--- src/rtl/gpio_in_debounce_pkg.sv ---
// Shared GPIO definitions: pin-bus width, event word field offsets, CPU operand type.
// Constants only; no logic.
package gpio_in_debounce_pkg;

    localparam int GPIO_W           = 8;
    localparam int GPIO_EV_RISE_LSB = 0;
    localparam int GPIO_EV_FALL_LSB = GPIO_W;

    typedef logic [GPIO_W-1:0] gpio_bus_t;
    typedef logic [31:0]       RV32I_OPERAND_t;

endpackage

--- src/rtl/gpio_debounce_bit.sv ---
// Single-pin synchroniser plus stability counter; emits one-cycle rise/fall pulses on accept.
// Latency: SYNC_STAGES + DEBOUNCE_CYC edges from first sampling edge to stable change.
// No backpressure: free-running every cycle.
module gpio_debounce_bit
    import gpio_in_debounce_pkg::*;
#(
    parameter int SYNC_STAGES  = 2,
    parameter int DEBOUNCE_CYC = 16
) (
    input  logic clk,
    input  logic rst,
    input  logic pin,
    output logic stable,
    output logic rise,
    output logic fall
);

    localparam int            CW      = $clog2(DEBOUNCE_CYC);
    localparam logic [CW-1:0] CNT_MAX = CW'(DEBOUNCE_CYC - 1);

    logic [SYNC_STAGES-1:0] sync;
    logic [CW-1:0]          cnt;
    logic                   synced;
    logic                   accept;

    assign synced = sync[SYNC_STAGES-1];
    // Saturation of the counter is the accept point, so it can never wrap.
    assign accept = (synced != stable) && (cnt == CNT_MAX);
    assign rise   = accept &  synced;
    assign fall   = accept & ~synced;

    always_ff @(posedge clk) begin
        if (!rst) begin
            sync   <= '0;
            cnt    <= '0;
            stable <= 1'b0;
        end else begin
            sync <= {sync[SYNC_STAGES-2:0], pin};
            if (synced == stable) begin
                cnt <= '0;
            end else if (accept) begin
                stable <= synced;
                cnt    <= '0;
            end else begin
                cnt <= cnt + CW'(1);
            end
        end
    end

endmodule

--- src/rtl/gpio_in_debounce.sv ---
// Conditions raw pad inputs for the GPIO block; holds sticky W1C edge flags and the irq.
// Latency: port_clean SYNC_STAGES+DEBOUNCE_CYC edges; ev_rddata and irq one edge after flags.
// No backpressure: writes take effect next edge, reads are always valid.
module gpio_in_debounce
    import gpio_in_debounce_pkg::*;
#(
    parameter int WIDTH        = GPIO_W,
    parameter int SYNC_STAGES  = 2,
    parameter int DEBOUNCE_CYC = 16
) (
    input  logic             clk,
    input  logic             rst,
    input  logic [WIDTH-1:0] pin_in,
    input  logic [WIDTH-1:0] irq_en,
    input  logic [31:0]      ev_wrdata,
    input  logic             ev_wren,
    output logic [WIDTH-1:0] port_clean,
    output logic [31:0]      ev_rddata,
    output logic             irq
);

    localparam int FALL_LSB = GPIO_EV_RISE_LSB + WIDTH;

    logic [WIDTH-1:0] rise_pulse;
    logic [WIDTH-1:0] fall_pulse;
    logic [WIDTH-1:0] rise_ev;
    logic [WIDTH-1:0] fall_ev;
    logic [WIDTH-1:0] rise_clr;
    logic [WIDTH-1:0] fall_clr;
    RV32I_OPERAND_t   rd_word;
    logic             unused_wrdata;

    for (genvar i = 0; i < WIDTH; i++) begin : g_bit
        gpio_debounce_bit #(
            .SYNC_STAGES  (SYNC_STAGES),
            .DEBOUNCE_CYC (DEBOUNCE_CYC)
        ) u_bit (
            .clk    (clk),
            .rst    (rst),
            .pin    (pin_in[i]),
            .stable (port_clean[i]),
            .rise   (rise_pulse[i]),
            .fall   (fall_pulse[i])
        );
    end

    assign rise_clr      = ev_wren ? ev_wrdata[GPIO_EV_RISE_LSB +: WIDTH] : '0;
    assign fall_clr      = ev_wren ? ev_wrdata[FALL_LSB +: WIDTH] : '0;
    assign unused_wrdata = ^ev_wrdata;

    always_comb begin
        rd_word                            = '0;
        rd_word[GPIO_EV_RISE_LSB +: WIDTH] = rise_ev;
        rd_word[FALL_LSB +: WIDTH]         = fall_ev;
    end

    // A new edge in the same cycle as its clear keeps the flag set.
    always_ff @(posedge clk) begin
        if (!rst) begin
            rise_ev   <= '0;
            fall_ev   <= '0;
            ev_rddata <= '0;
            irq       <= 1'b0;
        end else begin
            rise_ev   <= (rise_ev & ~rise_clr) | rise_pulse;
            fall_ev   <= (fall_ev & ~fall_clr) | fall_pulse;
            ev_rddata <= rd_word;
            irq       <= |((rise_ev | fall_ev) & irq_en);
        end
    end

endmodule
--- config.mk ---
export PLATFORM = sky130hd
export DESIGN_NAME = gpio_in_debounce
export DESIGN_NICKNAME = d
export VERILOG_FILES = /design/src/rtl/gpio_in_debounce_pkg.sv /design/src/rtl/gpio_debounce_bit.sv /design/src/rtl/gpio_in_debounce.sv
export SDC_FILE = /design/constraint.sdc
export NUM_CORES = 1
export LEC_CHECK = 0
export CORE_MARGIN = 4
export CORE_UTILIZATION = 47
export DETAILED_ROUTE_END_ITERATION = 10
export GPL_ROUTABILITY_DRIVEN = 0
export PLACE_DENSITY = 0.75
export SYNTH_ARGS = -nofsm -noshare
export SYNTH_HDL_FRONTEND = slang
export SYNTH_HIERARCHICAL = 1
export SYNTH_SLANG_ARGS = --single-unit
--- constraint.sdc ---
create_clock -name clk -period 1.2 [get_ports clk]
set_input_delay 0.36 -clock clk [delete_from_list [all_inputs] [get_ports clk]]
set_output_delay 0.36 -clock clk [all_outputs]
set_load 0.01 [all_outputs]
==> results_dict.tcl, run 1 <==
set metrics [dict create \
    cp-start-kind "register" \
    hold_path_class "register to register" \
    ys_top_cells_by_area "dfxtp_1 54%, xor2_1 6.3%, and2_1 6.0%, nor2b_1 4.5%, nand3_1 3.6%" \
    drive_gt1_frac 0.244 \
    synth_mux_area_frac 0.0242 \
    fin_crit_sh 0.975 \
    antenna_left 0 \
    finalCriticalPeriod_ps 1170 \
    grt.overflow.total 0 \
    wl_per_cell_um 12.4 \
    start_util 0.485 \
    clkSinkCount 89 \
    end_kind "primary output" \
    worst_path_dominant_cell_family "flip-flops" \
    cts_buffer_depth 2 \
    cts_tree "yes" \
    maxSlewViolCount 0 \
    synth_cells 330 \
    num_vias 2318 \
    holdWs_ps 422 \
    swShare 0.212 \
    ys_seq_elements 89 \
    synth_largest_area_cell "dfxtp_1" \
    yosys.area_share.simple 0.246 \
    leakagePower_nw 1.86 \
    synthesis.area_um2 3310 \
    cp.required_ps 840 \
    hold_viol 0 \
    grt_antenna_before_repair 0 \
    io_buffer_count 59 \
    grt_pass1_vias 2243 \
    ys_warn_count 6 \
    crit_type "register to primary output" \
    dieWidth_um 91.9 \
    worstPathMaxFanout 1 \
    total_power_w 0.00555 \
    outcome "completed" \
    post_dp_cell_area_um2 4030 \
    final_core_util 0.631 \
    async_flop_share 0 \
    design_area_um2 4310 \
    cp_slowest_cell "dfxtp_1" \
    rows 30 \
    io_pins 92 \
    cts_max_level 3 \
    synth_cell_types 22 \
    sequentialPowerShare 0.541 \
    grt_max_degree 45 \
    grt_first_pass_wirelength_um 10100 \
    nets 464 \
    p_clk_frac 0.411 \
    powerDensity_nw_per_um2 1290 \
    synth_common_cells "89 x dfxtp_1, 32 x and2_1" \
    viasPerCell 4.58 \
    yosysSeqAreaShare 0.538 \
    p_int_w 0.00437 \
    fin_skew_ps 8.48 \
    p_comb_frac 0.048 \
    synth_compound_area_frac 0.0385 \
    diodes 0 \
    grt_usage 0.149 \
    dieArea_um2 8450 \
    timing.final.ws_setup_ps 30.4 \
    yosysTopAreaCellShare 0.538 \
    core_um2 6830 \
    synth_enable_flop_cells 0 \
    synth_fa_ha_area_frac 0.0302 \
    cp_cell_sequence "buf_2" \
    setup_viol 0 \
    crit_path_max_incr_delay_ps 330 \
    synth_top_family_by_area "simple AND/OR/NAND/NOR gates" \
    critPathBufInv 1 \
    synth_ff_type "dfxtp_1" \
    synthXorXnorAreaFrac 0.0635 \
    die_y_um 91.9 \
    cp.arrival_ps 810 \
    wl_um 6270 \
    yosysMostFrequentCell "dfxtp_1" \
    synthToLayoutAreaGrowth_pct 30.1 \
    cts_setup_buffers 0 \
    numCtsBuffers 9 \
    vdd_drop_max_uv 579 \
    dp_hpwl_um 4170 \
    fmax_mhz 855 \
    p_sw_w 0.00118 \
    cts-root-buf "clkbuf_8" \
    clk_pin_slew_ps 90 \
    syn_avg_cell_area_um2 10.0 \
    firstDrtPassIters 4 \
    drt_iter0_drc 45 \
    drv_cap 0 \
    drc 0 \
    clk_latency_ps 350 \
    pre_cts_ws_ps -225 \
]
[logic make-up (layout without fill, tap and decap cells)]
| family | Yosys count | after routing |
|---|---|---|
| other | 1 | 16 |
| buffers and inverters | 29 | 94 |
| AOI/OAI and AO/OA | 25 | 25 |
| and+or+nand+nor | 146 | 146 |
| adders and majority gates | 8 | 8 |
| muxes | 8 | 8 |
| xor gates and xnor gates | 24 | 24 |
| DFF | 89 | 89 |
[layout make-up]
class,count,area [µm²]
Tap cell,96,120
Sequential cell,89,1800
Inverter,8,30.0
Clock buffer,10,138
Clock inverter,6,91.3
Multi-Input combinational cell,227,1520
Fill cell,579,2520
Timing Repair Buffer,70,612
[flip-flops by register name (all words and copies together), names as in the netlist]
signal,count
ev_rddata,16
g_bit.u_bit/stable,8
g_bit.u_bit/cnt,32
g_bit.u_bit/sync,16
irq,1
rise_ev,8
fall_ev,8
[final timing paths]
| check | to | slack (ps) | startpoint | cells after the start |
|---|---|---|---|---|
| hold reg to reg | g_bit[6].u_bit/cnt[0] | 420 | g_bit[6].u_bit/cnt[0] | 1 |
| setup / recovery | ev_rddata[0] | 30 | ev_rddata[0] | 1 |
| setup reg to reg | rise_ev[0] | 30 | g_bit[0].u_bit/cnt[0] | 5 |
| hold / removal | g_bit[6].u_bit/cnt[0] | 420 | g_bit[6].u_bit/cnt[0] | 1 |
[metal layers]
metal | share of wire | vias to the layer above | track usage
met5 | 0 | - | 0
met4 | 0.014 | 0 | 0.0594
met3 | 0.054 | 8 | 0.0451
met2 | 0.48 | 55 | 0.251
met1 | 0.45 | 1049 | 0.178
li1 | - | 1206 | -
[timing repair]
action / 4_1_cts / 5_1_grt
resized for setup: 116 / 30
pin swaps: 0 / 2
setup endpoints to repair: 30 / 26
hold buffers: 0 / 0
[metrics by stage]
stage	TNS [ps]	cells
global route	-131	506
CTS	0	506
detailed placement	-3450	490
floorplan	0	345
global placement	-3270	490
finish	0	506
[power by group through the flow]
stage,sequential (W),clock [W],combinational (W)
4_1_cts,0.00300,0.00232,0.000267
3_3_place_gp,0.00307,0,0.000262
3_5_place_dp,0.00307,0,0.000264
2_1_floorplan,0.00307,0,0.000148
5_1_grt,0.00301,0.00245,0.000293
6_report,0.00301,0.00228,0.000267
[placed cells by master (no fill, tap or decap)]
cell type	instances
nor2_1	24
bufinv_16	2
buf_6	5
nor2b_1	24
mux2i_1	8
ha_2	5
buf_4	8
a21oi_1	16
nand3_2	5
and3_2	8
clkbuf_8	10
nand3_1	16
o21a_1	1
nor3b_2	10
dfxtp_1	74
nand3_4	3
and2_1	32
nand4_1	2
nor3b_1	6
ha_1	3
nand2_1	15
buf_2	21
conb_1	16
inv_1	8
xor2_1	24
clkinv_4	1
nand2_2	1
clkdlybuf4s50_1	33
clkinvlp_4	3
buf_12	3
dfxtp_2	15
o21ai_0	8
Power figures use the tool's default switching activity.
==> run 2: changes to the inputs <==
CELL_PAD_IN_SITES_DETAIL_PLACEMENT = 1   (was not set)
CELL_PAD_IN_SITES_GLOBAL_PLACEMENT = 2   (was not set)
CORE_UTILIZATION = 29   (was 47)
==> results_dict.tcl, run 2 (synthesized netlist as in run 1, its figures left out) <==
set metrics [dict create \
    worstPathMaxFanout 1 \
    timing.final.ws_setup_ps 48.9 \
    largest_reg_flops 32 \
    grt.overflow.total 0 \
    dieWidth_um 115 \
    holdPathStages 1 \
    diodes 0 \
    cts_buffer_depth 2 \
    io_buffer_count 59 \
    start_util 0.300 \
    critPathBufInv 1 \
    finalCriticalPeriod_ps 1150 \
    end_kind "primary output" \
    viasPerCell 4.33 \
    rr_startpoint "g_bit[6].u_bit/cnt[0]" \
    final_core_util 0.404 \
    clk_pin_slew_ps 60 \
    hold_path_class "register to register" \
    outcome "completed" \
    clkSinkCount 89 \
    clk_latency_ps 330 \
    cp_cell_sequence "buf_2" \
    fin_skew_ps 5.14 \
    reg2reg_to "rise_ev[6]" \
    grt_max_degree 42 \
    leakagePower_nw 1.90 \
    rows 38 \
    hold_viol 0 \
    ff2ff_path_depth 5 \
    numCtsBuffers 9 \
    layout_commonest_cell "dfxtp_1" \
    dpl.cell_count 538 \
    holdPathEnd "g_bit[7].u_bit/cnt[0]" \
    holdWs_ps 422 \
    cts-root-buf "clkbuf_16" \
    io_pins 92 \
    powerDensity_nw_per_um2 1360 \
    path_depth 1 \
    cts_setup_buffers 0 \
    cp.arrival_ps 790 \
    wl_um 7140 \
    cp-start-kind "register" \
    cts_max_level 3 \
    worst_path_dominant_cell_family "flip-flops" \
    cts_tree "yes" \
    die_y_um 115 \
    min-delay-start "g_bit[7].u_bit/cnt[0]" \
    setup_viol 0 \
    drv_cap 0 \
    drc 0 \
    top_regs "g_bit.u_bit/cnt: 32 flops, ev_rddata: 16 flops, g_bit.u_bit/sync: 16 flops" \
    grt_antenna_before_repair 0 \
    final_cell_mix "79 x dfxtp_1, 33 x clkdlybuf4s50_1, 32 x and2_1" \
    vdd_drop_max_uv 486 \
    nets 468 \
    cp_slowest_cell "dfxtp_1" \
    fin_cells 554 \
    setup_tns_ps 0 \
    drive_gt1_frac 0.246 \
    pre_cts_ws_ps -257 \
    maxSlewViolCount 0 \
    antenna_left 0 \
    crit_path_max_incr_delay_ps 320 \
    fin_crit_sh 0.959 \
    firstDrtPassIters 4 \
    dp_hpwl_um 5110 \
    grt_usage 0.112 \
    core_um2 11000 \
    rrSetupSlack_ps 60 \
    cp.required_ps 840 \
    crit_type "register to primary output" \
    synthToLayoutAreaGrowth_pct 34.6 \
    wl_per_cell_um 12.9 \
    grt_first_pass_wirelength_um 11400 \
    grt_pass1_vias 2414 \
    largest-register "g_bit.u_bit/cnt" \
    dieArea_um2 13200 \
    fmax_mhz 869 \
    num_vias 2399 \
    drt_iter0_drc 76 \
]
==> run 2: cell count changes in the layout (fill, tap and decap cells not counted), moves of 2 or more <==
cell and change:
clkinvlp_4 -3, clkinv_2 +2, buf_6 -4, nor3b_1 -5
clkbuf_1 +3, dfxtp_1 +5, buf_4 +5, clkbuf_8 -9
dfxtp_2 -5, buf_2 +4, nor3b_2 +5, clkbuf_16 +9
==> run 2: repair_timing <==
item / 4_1_cts / 5_1_grt
gates cloned: 0 / 0
hold endpoints to repair: 0 / 0
pin swaps: 0 / 3
hold buffers: 0 / 0
resized for setup: 108 / 37
setup endpoints to repair: 33 / 35
==> run 2: through the flow <==
stage / cell area [µm²] / total power, W
after global routing: 4460 / 0.00633
final: 4460 / 0.00605
after floorplan: 3370 / 0.00322
after detailed placement: 4100 / 0.00335
after global placement: 4100 / 0.00334
after CTS: 4300 / 0.00616
==> run 2: report_power, final <==
group / internal, W / switching [W] / leakage [nW]
Sequential: 0.00299 / 0.0000225 / 0.726
Combinational: 0.000158 / 0.000112 / 1.04
Clock: 0.00167 / 0.00110 / 0.144
==> run 2: cell type report <==
type                            count  area, µm²
Timing Repair Buffer               74        604
Inverter                            8       30.0
Tap cell                          140        175
Fill cell                        1250       6570
Clock buffer                       13        250
Sequential cell                    89       1790
Clock inverter                      3       40.0
Multi-Input combinational cell    227       1560
==> run 2: worst reg2reg max path: stages (launching register included) <==
cell	delay (ps)
dfxtp_1	350
ha_2	210
nand3_2	150
nor3b_2	220
a21oi_1	60
nor2b_1	100
==> run 2: how the worst max path moves through the flow <==
stage | startpoint | end
2_1_floorplan | g_bit[4].u_bit/cnt[0] | rise_ev[4]
3_3_place_gp | ev_wren | fall_ev[4]
3_5_place_dp | ev_wren | fall_ev[2]
4_1_cts | g_bit[4].u_bit/cnt[0] | rise_ev[4]
5_1_grt | g_bit[6].u_bit/cnt[0] | rise_ev[6]
6_report | ev_rddata[3] | ev_rddata[3]
==> run 2: metal layers <==
metal,GRT usage,vias up,share of wire,wire (µm)
met5,0,-,0,0
met4,0.0563,0,0.019,135
met3,0.0358,9,0.054,385
met2,0.171,58,0.47,3330
met1,0.142,1121,0.46,3290
li1,-,1211,-,-
